`src/rtl/uart_frame_parser_pkg.sv`:
```
// uart_frame_parser_pkg: constants shared by the UART parser slice.
// The receiver and transmitter use the same bit timing and byte width.
// The CSUM state exists only when UART_PARSER_CHECKSUM_EN is defined.
package uart_frame_parser_pkg;

  // One bit lasts BPS_MAX clk cycles. A byte is BIT_MAX data bits.
  localparam int BPS_MAX = 5208;
  localparam int BIT_MAX = 8;

  // Default sync bytes that open every frame.
  localparam logic [7:0] HDR0_DEFAULT = 8'h55;
  localparam logic [7:0] HDR1_DEFAULT = 8'hAA;

  // Parser state encodings. The 3-bit width matches the other UART blocks.
  localparam logic [2:0] ST_HUNT0   = 3'd0;
  localparam logic [2:0] ST_HUNT1   = 3'd1;
  localparam logic [2:0] ST_LEN     = 3'd2;
  localparam logic [2:0] ST_PAYLOAD = 3'd3;
`ifdef UART_PARSER_CHECKSUM_EN
  localparam logic [2:0] ST_CSUM    = 3'd4;
`endif

endpackage

```
`src/rtl/uart_frame_parser_if.sv`:
```
// uart_frame_parser_if: byte stream from the UART receiver into the parser,
// and the framed payload/status stream out of it.
// master = the side that feeds bytes and consumes payload; slave = the parser.
interface uart_frame_parser_if
  import uart_frame_parser_pkg::*;
#(
  parameter int DATA_W = BIT_MAX
);

  logic [DATA_W-1:0] rx_data;
  logic              rx_ready;
  logic [DATA_W-1:0] payload_data;
  logic              payload_valid;
  logic [7:0]        frame_len;
  logic              frame_done;
  logic              frame_err;

  modport master (
    output rx_data,
    output rx_ready,
    input  payload_data,
    input  payload_valid,
    input  frame_len,
    input  frame_done,
    input  frame_err
  );

  modport slave (
    input  rx_data,
    input  rx_ready,
    output payload_data,
    output payload_valid,
    output frame_len,
    output frame_done,
    output frame_err
  );

endinterface

```
`src/rtl/uart_byte_strobe.sv`:
```
// uart_byte_strobe: turns the receiver's level-style rx_ready into a
// single-cycle strobe on its rising edge and presents the byte in that cycle.
// Other consumers of the receiver also use this block, so it holds no framing logic.
module uart_byte_strobe
  import uart_frame_parser_pkg::*;
#(
  parameter int DATA_W = BIT_MAX
) (
  input  logic              clk,
  input  logic              rst,
  input  logic [DATA_W-1:0] rxData_i,
  input  logic              rxReady_i,
  output logic              stb_o,
  output logic [DATA_W-1:0] byte_o
);

  logic rxReady_q;

  // Keep last cycle's rx_ready so a long level yields a single strobe.
  always_ff @(posedge clk or negedge rst) begin
    if (!rst) begin
      rxReady_q <= 1'b0;
    end else begin
      rxReady_q <= rxReady_i;
    end
  end

  assign stb_o  = rxReady_i & ~rxReady_q;
  assign byte_o = stb_o ? rxData_i : '0;

endmodule

```
`src/rtl/uart_frame_parser.sv`:
```
// uart_frame_parser: finds HDR0 HDR1 LEN payload [checksum] frames in the
// UART byte stream. Payload bytes stream out as they arrive. One done or error
// pulse ends each frame. All outputs are registered, one cycle after the strobe.
// Build option: define UART_PARSER_CHECKSUM_EN to require a trailing checksum
// byte equal to (LEN + payload) mod 256.
module uart_frame_parser
  import uart_frame_parser_pkg::*;
#(
  parameter int                DATA_W      = BIT_MAX,
  parameter logic [DATA_W-1:0] HDR0        = DATA_W'(HDR0_DEFAULT),
  parameter logic [DATA_W-1:0] HDR1        = DATA_W'(HDR1_DEFAULT),
  parameter int                MAX_LEN     = 16,
  parameter int                TIMEOUT_CYC = 10 * BPS_MAX
) (
  input  logic               clk,
  input  logic               rst,
  uart_frame_parser_if.slave bus
);

  localparam int                IDLE_W    = $clog2(TIMEOUT_CYC);
  localparam logic [IDLE_W-1:0] IDLE_LAST = IDLE_W'(TIMEOUT_CYC - 1);
  localparam logic [DATA_W-1:0] MAX_LEN_W = DATA_W'(MAX_LEN);

  logic              stb;
  logic [DATA_W-1:0] rxByte;

  logic [2:0]        state_q, state_d;
  logic [7:0]        idx_q, idx_d;
  logic [IDLE_W-1:0] idleCnt_q, idleCnt_d;
  logic [7:0]        frameLen_q, frameLen_d;
  logic [DATA_W-1:0] payloadData_q, payloadData_d;
  logic              payloadValid_q, payloadValid_d;
  logic              frameDone_q, frameDone_d;
  logic              frameErr_q, frameErr_d;
`ifdef UART_PARSER_CHECKSUM_EN
  logic [7:0]        sum_q, sum_d;
`endif

  uart_byte_strobe #(
    .DATA_W (DATA_W)
  ) u_strobe (
    .clk       (clk),
    .rst       (rst),
    .rxData_i  (bus.rx_data),
    .rxReady_i (bus.rx_ready),
    .stb_o     (stb),
    .byte_o    (rxByte)
  );

  // Next-state logic. A strobe always advances the parser and restarts the
  // idle count. Otherwise, inside a frame, the idle count runs toward timeout.
  always_comb begin
    state_d        = state_q;
    idx_d          = idx_q;
    idleCnt_d      = idleCnt_q;
    frameLen_d     = frameLen_q;
    payloadData_d  = payloadData_q;
    payloadValid_d = 1'b0;
    frameDone_d    = 1'b0;
    frameErr_d     = 1'b0;
`ifdef UART_PARSER_CHECKSUM_EN
    sum_d          = sum_q;
`endif
    if (stb) begin
      idleCnt_d = '0;
      case (state_q)
        ST_HUNT0: begin
          if (rxByte == HDR0) begin
            state_d = ST_HUNT1;
          end
        end
        ST_HUNT1: begin
          if (rxByte == HDR1) begin
            state_d = ST_LEN;
          end else if (rxByte != HDR0) begin
            state_d = ST_HUNT0;
          end
        end
        ST_LEN: begin
          frameLen_d = 8'(rxByte);
          idx_d      = '0;
`ifdef UART_PARSER_CHECKSUM_EN
          sum_d      = 8'(rxByte);
`endif
          if (rxByte > MAX_LEN_W) begin
            frameErr_d = 1'b1;
            state_d    = ST_HUNT0;
          end else if (rxByte == '0) begin
`ifdef UART_PARSER_CHECKSUM_EN
            state_d     = ST_CSUM;
`else
            frameDone_d = 1'b1;
            state_d     = ST_HUNT0;
`endif
          end else begin
            state_d = ST_PAYLOAD;
          end
        end
        ST_PAYLOAD: begin
          payloadData_d  = rxByte;
          payloadValid_d = 1'b1;
          idx_d          = idx_q + 8'd1;
`ifdef UART_PARSER_CHECKSUM_EN
          sum_d          = sum_q + 8'(rxByte);
`endif
          if (idx_q == frameLen_q - 8'd1) begin
`ifdef UART_PARSER_CHECKSUM_EN
            state_d     = ST_CSUM;
`else
            frameDone_d = 1'b1;
            state_d     = ST_HUNT0;
`endif
          end
        end
`ifdef UART_PARSER_CHECKSUM_EN
        ST_CSUM: begin
          if (8'(rxByte) == sum_q) begin
            frameDone_d = 1'b1;
          end else begin
            frameErr_d = 1'b1;
          end
          state_d = ST_HUNT0;
        end
`endif
        default: begin
          state_d = ST_HUNT0;
        end
      endcase
    end else if (state_q != ST_HUNT0) begin
      if (idleCnt_q == IDLE_LAST) begin
        frameErr_d = 1'b1;
        state_d    = ST_HUNT0;
        idleCnt_d  = '0;
      end else begin
        idleCnt_d = idleCnt_q + 1'b1;
      end
    end
  end

  // State, counters and registered outputs. Reset drops any partial frame silently.
  always_ff @(posedge clk or negedge rst) begin
    if (!rst) begin
      state_q        <= ST_HUNT0;
      idx_q          <= '0;
      idleCnt_q      <= '0;
      frameLen_q     <= '0;
      payloadData_q  <= '0;
      payloadValid_q <= 1'b0;
      frameDone_q    <= 1'b0;
      frameErr_q     <= 1'b0;
`ifdef UART_PARSER_CHECKSUM_EN
      sum_q          <= '0;
`endif
    end else begin
      state_q        <= state_d;
      idx_q          <= idx_d;
      idleCnt_q      <= idleCnt_d;
      frameLen_q     <= frameLen_d;
      payloadData_q  <= payloadData_d;
      payloadValid_q <= payloadValid_d;
      frameDone_q    <= frameDone_d;
      frameErr_q     <= frameErr_d;
`ifdef UART_PARSER_CHECKSUM_EN
      sum_q          <= sum_d;
`endif
    end
  end

  assign bus.payload_data  = payloadData_q;
  assign bus.payload_valid = payloadValid_q;
  assign bus.frame_len     = frameLen_q;
  assign bus.frame_done    = frameDone_q;
  assign bus.frame_err     = frameErr_q;

endmodule

```
`src/flat_wrapper.sv`:
```
// flat-port wrapper written by rule: the top's interface ports become plain ports
module uart_frame_parser_flat import uart_frame_parser_pkg::*;
#(
  parameter int                DATA_W      = BIT_MAX,
  parameter logic [DATA_W-1:0] HDR0        = DATA_W'(HDR0_DEFAULT),
  parameter logic [DATA_W-1:0] HDR1        = DATA_W'(HDR1_DEFAULT),
  parameter int                MAX_LEN     = 16,
  parameter int                TIMEOUT_CYC = 10 * BPS_MAX
)
  (clk, rst, bus_rx_data, bus_rx_ready, bus_payload_data, bus_payload_valid, bus_frame_len, bus_frame_done, bus_frame_err);
  uart_frame_parser_if #(.DATA_W(DATA_W)) bus_i ();
  input  logic clk;
  input  logic rst;
  input wire logic [$bits(bus_i.rx_data)-1:0] bus_rx_data;
  input wire logic [$bits(bus_i.rx_ready)-1:0] bus_rx_ready;
  output wire logic [$bits(bus_i.payload_data)-1:0] bus_payload_data;
  output wire logic [$bits(bus_i.payload_valid)-1:0] bus_payload_valid;
  output wire logic [$bits(bus_i.frame_len)-1:0] bus_frame_len;
  output wire logic [$bits(bus_i.frame_done)-1:0] bus_frame_done;
  output wire logic [$bits(bus_i.frame_err)-1:0] bus_frame_err;
  assign bus_i.rx_data = bus_rx_data;
  assign bus_i.rx_ready = bus_rx_ready;
  assign bus_payload_data = bus_i.payload_data;
  assign bus_payload_valid = bus_i.payload_valid;
  assign bus_frame_len = bus_i.frame_len;
  assign bus_frame_done = bus_i.frame_done;
  assign bus_frame_err = bus_i.frame_err;
  uart_frame_parser #(.DATA_W(DATA_W), .HDR0(HDR0), .HDR1(HDR1), .MAX_LEN(MAX_LEN), .TIMEOUT_CYC(TIMEOUT_CYC)) u_core (.clk(clk), .rst(rst), .bus(bus_i));
endmodule
```
`config.mk`:
```
export PLATFORM = sky130hd
export DESIGN_NAME = uart_frame_parser_flat
export DESIGN_NICKNAME = d
export VERILOG_FILES = /design/src/rtl/uart_frame_parser_pkg.sv /design/src/rtl/uart_frame_parser_if.sv /design/src/rtl/uart_byte_strobe.sv /design/src/rtl/uart_frame_parser.sv /design/src/flat_wrapper.sv
export SDC_FILE = /design/constraint.sdc
export NUM_CORES = 1
export LEC_CHECK = 0
export ABC_AREA = 1
export BUFFER_PORTS_ARGS = -buffer_cell sky130_fd_sc_hd__buf_4
export CORE_ASPECT_RATIO = 1.25
export CORE_MARGIN = 3
export CORE_UTILIZATION = 40
export CTS_CLUSTER_SIZE = 8
export DETAILED_ROUTE_END_ITERATION = 10
export PLACE_DENSITY = 0.56
export SLEW_MARGIN = 0
export SYNTH_ARGS = -nofsm -noshare
export SYNTH_HDL_FRONTEND = slang
export SYNTH_SLANG_ARGS = --single-unit
export TNS_END_PERCENT = 5
```
`constraint.sdc`:
```
create_clock -name clk -period 2.4 [get_ports clk]
set_input_delay 0.12 -clock clk [delete_from_list [all_inputs] [get_ports clk]]
set_output_delay 0.12 -clock clk [all_outputs]
set_load 0.02 [all_outputs]
```
---- Word-level counts from Yosys, hierarchy flattened ----
Cells that the tools add are included.
word-level totals
  bits of input ports ..................... 11
  output and inout port bits .............. 19
  bits in registers ....................... 47
  logic and storage cells ................. 63
cells by class
  magnitude comparators ................... 1
  reduce and logical (&&, ||, !) cells .... 10
  bitwise operators ....................... 2
  eq/ne operators ......................... 11
  muxes and demuxes ....................... 27
  $add $sub $neg .......................... 3
operators by type and width
  kind                                                number
  two-way mux 16 bit                                  3
  two-way mux 3 bit                                   8
  adder 16 x 1 -> 16 bit, second input constant       1
  == test 16 bit, second input constant               1
  one-hot mux 8 bit (2 select lines)                  1
  one-hot mux 3 bit (4 select lines)                  1
  two-way mux 1 bit                                   11
  adder 8 x 1 -> 8 bit, second input constant         1
  == test 8 x 7 -> 1 bit, second input constant       1
  == test 8 bit                                       1
  == test 8 bit, second input constant                1
  > comparator 8 x 5 -> 1 bit, second input constant  1
  zero test 8 bit                                     1
  two-way mux 8 bit                                   1
  != test 8 x 7 -> 1 bit, second input constant       1
  subtractor 8 x 1 -> 8 bit, second input constant    1
  == test 3 x 2 -> 1 bit, second input constant       2
  != test 3 x 2 -> 1 bit, second input constant       2
  AND reduction 2 bit                                 3
  nonzero test 2 bit                                  3
  AND reduction 5 bit                                 1
  != test 4 x 2 -> 1 bit, second input constant       1
  == test 3 x 1 -> 1 bit, second input constant       1
  zero test 3 bit                                     1
  5 further kinds                                     5

---- Logic depth before layout (Yosys ltp) ----
  word-level depth ........................ 8
  depth in mapped cells ................... 14
  gate-level depth less buffers ........... 14

---- Cells and area by module ----
From an unflattened synthesis, not the netlist that was laid out.
unflattened totals
  cell total of the unflattened synthesis .. 346
  area, all modules ....................... 2556.2 um^2
modules (own cells, without submodules)
  module             seq. area each (um^2)  area each (um^2)  instances  cells each
  uart_frame_parser  1126.1                 2452.4            1          326
  uart_byte_strobe   25.0                   103.8             1          20

---- Worst setup path after synthesis ----
OpenSTA, ideal clock, no wires.
  kind .................................... reg2reg
  from .................................... register u_core.frameLen_q[0] (netlist: u_core.bus.frame_len[0])
  to ...................................... register u_core.state_q[1]
  setup time .............................. 0.124 ns
  arrival ................................. 1.531 ns
  slack ................................... 0.745 ns
  data required time ...................... 2.276 ns
  period minus slack after synthesis ...... 1.655 ns
  stages on the path, launching flop included .. 15
  buffers on the path ..................... 0
  cell sequence ........................... dfrtp_1 inv_1 ha_1 inv_1 nand2_1 nand3_1 nand2_1 nor2_1 nand2_1 nor2_1 nand2_1 nand2_1 nand2_1 nand2_1 nand3_1
on the way
  longest elaborated chain between the ends .. 4
RTL lines
  element                           line                      source
  from (decl)                       uart_frame_parser.sv:30   logic [7:0] frameLen_q, frameLen_d;
  from (signal assigned)            uart_frame_parser.sv:158  frameLen_q <= frameLen_d;
  subtractor 8 x 1 -> 8 bit         uart_frame_parser.sv:106  if (idx_q == frameLen_q - 8'd1) begin
  == test 8 bit                     uart_frame_parser.sv:106
  != test 3 x 2 -> 1 bit (no line)  n/a
  AND reduction 5 bit (no line)     n/a
  to (signal assigned)              uart_frame_parser.sv:155  state_q <= state_d;
  to (decl)                         uart_frame_parser.sv:27   logic [2:0] state_q, state_d;
No other way between the ends.
A chain may end at the register's enable or synchronous reset.

---- Worst setup path in the final report ----
Ends and elaborated chain as after synthesis.

==> reports/results.tsv <==
stage	metric	value	unit
hold_path	worst hold path type	primary input to flop	
layout	Fillers	577	
sta	final setup violation count	0	
sta	Slew Limit Fails	0	
logic_synthesis	number of synthesized flops with an enable pin	0	
critical_path	flop2flop setup slack	0.60	ns
floorplan	die area	0.00724	sq mm
logic_synthesis	Post-synth top cells	nand2_1 (81), dfrtp_1 (46), inv_1 (44)	
sta	Max Clk Rate	557	MHz
cts	Root Buffer	clkbuf_8	
critical_path	crit path from	u_core.bus.frame_len[0]$_DFFE_PN0P_	
routing	final wirelength	5.85	mm
logic_synthesis	Synth Cell Area	0.00250	sq mm
logic_synthesis	Synth Register Bits	46	
power	combinational share of power	40.5	%
floorplan	I/O pins	30	
power	Reg power frac	41.2	%
critical_path	Worst path slowest cell	dfrtp_1	
cts	H-tree levels	2	
placement	port bufs	29	
layout	final instance area	0.00292	sq mm
sta	Tcrit/Tclk final	74.8	%
power	internal power	1.52	mW
sta	Final Critical Period	1.80	ns
grt	GR Util All Layers	16.8	%
routing	DR iter-0 viols	164	
logic_synthesis	Top FF cell, synth	dfrtp_1	
cts	total CTS buffers	5	
placement	dpl hpwl	4.56	mm
logic_synthesis	Synth Area per Inst	7.67	sq um
power	Sw Pwr	1.04	mW
routing	vias	2149	
power	Power per Cell Area	879	mW/mm^2
critical_path	r2r startpoint	u_core.bus.frame_len[0]$_DFFE_PN0P_	
placement	Placer Congestion	0.882	
logic_synthesis	sequential share of the synthesized area	46.0	%
logic_synthesis	synth top area cells	dfrtp_1 (46%), nand2_1 (12%), inv_1 (6.6%)	
critical_path	crit-path most repeated cell	nand2_1	
logic_synthesis	synthesized instance count	326	
grt	largest net degree at the start of global routing	47	
routing	Routed Antenna Nets	0	
cts	Clock Latency Late Sink	0.30	ns
cts	Post-CTS Setup Repair Bufs	0	
critical_path	reg2reg end	u_core.state_q[1]$_DFFE_PN0P_	
critical_path	worst setup path class	flop to flop	
sta	Post-Route Setup TNS	0	ns
routing	drt pass-1 iters	4	
routing	DRC Markers	0	
grt	initial antenna violation count	0	
floorplan	std cell rows	31	
critical_path	Worst setup SP type	flop	
critical_path	crit-path max FO	6	
sta	final hold vios	0	
logic_synthesis	synth unique cells	28	
outcome	outcome	finished, final reports clean	
sta	Setup Skew	0.0123	ns
power	switching power share of the total	40.6	%
critical_path	Critical Path RT	2.59	ns
critical_path	CP cell instances	inv_1 > ha_1 > inv_1 > nand2_1 > a21oi_1 > nor2_1 > nand2_1 > nor2_1 > nand2_1 > nand2_1 > nand2_1 > nand2_1 > nand3_1	
critical_path	CP Capture Type	flop	
sta	RSZ-0062 raised after global routing	no	
logic_synthesis	Synth Net Count	340	
floorplan	core area	0.00593	sq mm
layout	Area growth, synth to finish	16.6	%
critical_path	Worst Reg-to-Reg Cells	13	
logic_synthesis	most common cell in the synthesized netlist	nand2_1	
logic_synthesis	Post-synth ARST share	100	%
placement	Post-DP Area	0.00281	sq mm
critical_path	end point of the critical path	u_core.state_q[1]$_DFFE_PN0P_	
logic_synthesis	top-area cell type share of the netlist area	46.0	%
grt	first-pass GRT wire length	9.66	mm
critical_path	crit-path max cell delay	0.41	ns
critical_path	Crit path arrival time	1.99	ns
grt	gr ovfl total	0	
sta	Worst-Margin Slew	0.582	ns
layout	n_diodes	0	
power	total power	2.56	mW
logic_synthesis	yosys warns	0	
logic_synthesis	Synth area leader	dfrtp_1	
layout	Nets	376	
cts	clock transition at the registers of the reported paths	0.09	ns
cts	CTS tree	yes	
sta	Rel. slew slack	61.2	%
power	Clock power frac	18.3	%
cts	CTS max path bufs	2	
power	IR drop worst, VDD	526	uV
power	Leakage	1.40	nW
layout	share of cells above drive strength 1	13.8	%
routing	routed length per instance	13.2	um
routing	DR vias/cell	4.83	
floorplan	initial core utilization	42.1	%
grt	number of global-route vias before repair	2059	
cts	CTS sink count	46	
floorplan	Die H	94.4	um
floorplan	chip width	76.7	um
run	Max Cap Viol	0	
[kinds of logic (layout without fill, tap and decap cells)]
kind of cell | count (synthesis) | in the layout | share of synthesized area, %
XOR/XNOR | 14 | 14 | 4.90
AND/OR/NAND/NOR | 162 | 162 | 28.5
adder cells (fa/ha/maj) | 3 | 3 | 1.50
AO/OA/AOI/OAI | 51 | 51 | 11.1
flip-flops | 46 | 46 | 46.0
buffers and inverters | 50 | 87 | 7.95
[layout make-up]
cell class | instances | area [sq um] | share of cell area [%]
sequential | 46 | 1150 | 39.5
multi-input combinational | 230 | 1150 | 39.5
clock buffer | 6 | 72.6 | 2.49
inverter | 46 | 173 | 5.92
clock inverter | 2 | 13.8 | 0.472
timing repair buffer | 33 | 253 | 8.67
tap | 82 | 103 | 3.52
[how the worst min path moves through the flow]
stage,from,to,slack (ns),cells after the start
global placement,rst,u_core.bus.payload_valid$_DFF_PN0_,0.17,1
global route,bus_rx_data[0],u_core.bus.payload_data[0]$_DFFE_PN0P_,0.11,3
CTS,bus_rx_data[0],u_core.bus.payload_data[0]$_DFFE_PN0P_,0.10,3
floorplan,rst,u_core.bus.frame_done$_DFF_PN0_,-0.18,0
finish,bus_rx_data[0],u_core.bus.payload_data[0]$_DFFE_PN0P_,0.11,3
detailed placement,rst,u_core.bus.payload_valid$_DFF_PN0_,0.17,1
[placed cells by master (no fill, tap or decap), drive strengths merged]
cell type     n
nand2        82
dfrtp        46
inv          46
nor2         42
buf          31
o21ai        29
nand3        18
a21oi        13
nor3         12
xnor2         7
xor2          7
clkbuf        6
nand4         5
o22ai         5
ha            3
nor4          2
dlygate4sd3   2
clkinv        2
o32ai         1
and3          1
a31oi         1
o21bai        1
o211a         1
[routing by layer]
metal  vias to the layer above  share of wire (%)  wire (um)  GRT usage, %
met4                         0                1.3         78          4.98
li1                       1121                  -          -             -
met3                         7                3.1        179          2.48
met1                       981                 44       2580          20.2
met5                         -                  0          0             0
met2                        40                 51       3010          31.1
[stage by stage]
stage          hold slack (ns)  std cells  setup slack [ns]  util [%]
3_5_place_dp             0.165        435             0.591      47.4
3_3_place_gp             0.167        435             0.626      47.4
2_1_floorplan           -0.176        326             0.745         -
4_1_cts                  0.102        445             0.572      49.1
6_report                 0.112        445             0.604      49.1
5_1_grt                  0.115        445             0.405      49.1
[power groups by stage]
stage	sequential, mW	clock, mW	combinational [mW]
2_1_floorplan	1.16	0	0.614
3_3_place_gp	1.07	0	1.04
5_1_grt	1.08	0.515	1.17
3_5_place_dp	1.07	0	1.05
6_report	1.06	0.469	1.04
4_1_cts	1.06	0.484	1.05
[flip-flops by register name, summed over array words and instances, names as in the netlist]
register,count
u_core.idleCnt_q,16
u_core.bus.frame_done,1
u_core.bus.payload_data,8
u_core.bus.frame_len,8
u_core.u_strobe.rxReady_q,1
u_core.bus.frame_err,1
u_core.idx_q,8
u_core.bus.payload_valid,1
u_core.state_q,2
[critical path: cells and delay by family, from the launching register on]
family          cells  cell delay [ns]
buf+inv             2             0.23
flops               1             0.41
fa+ha+maj           1             0.25
simple gates        9             0.73
compound gates      1             0.07
[repair_timing]
| action | in CTS | in global routing |
|---|---|---|
| gates resized for setup | 0 | 0 |
| endpoints found under the hold margin | 47 | 0 |
| hold buffers | 2 | 0 |
Power figures use the tool's default switching activity.
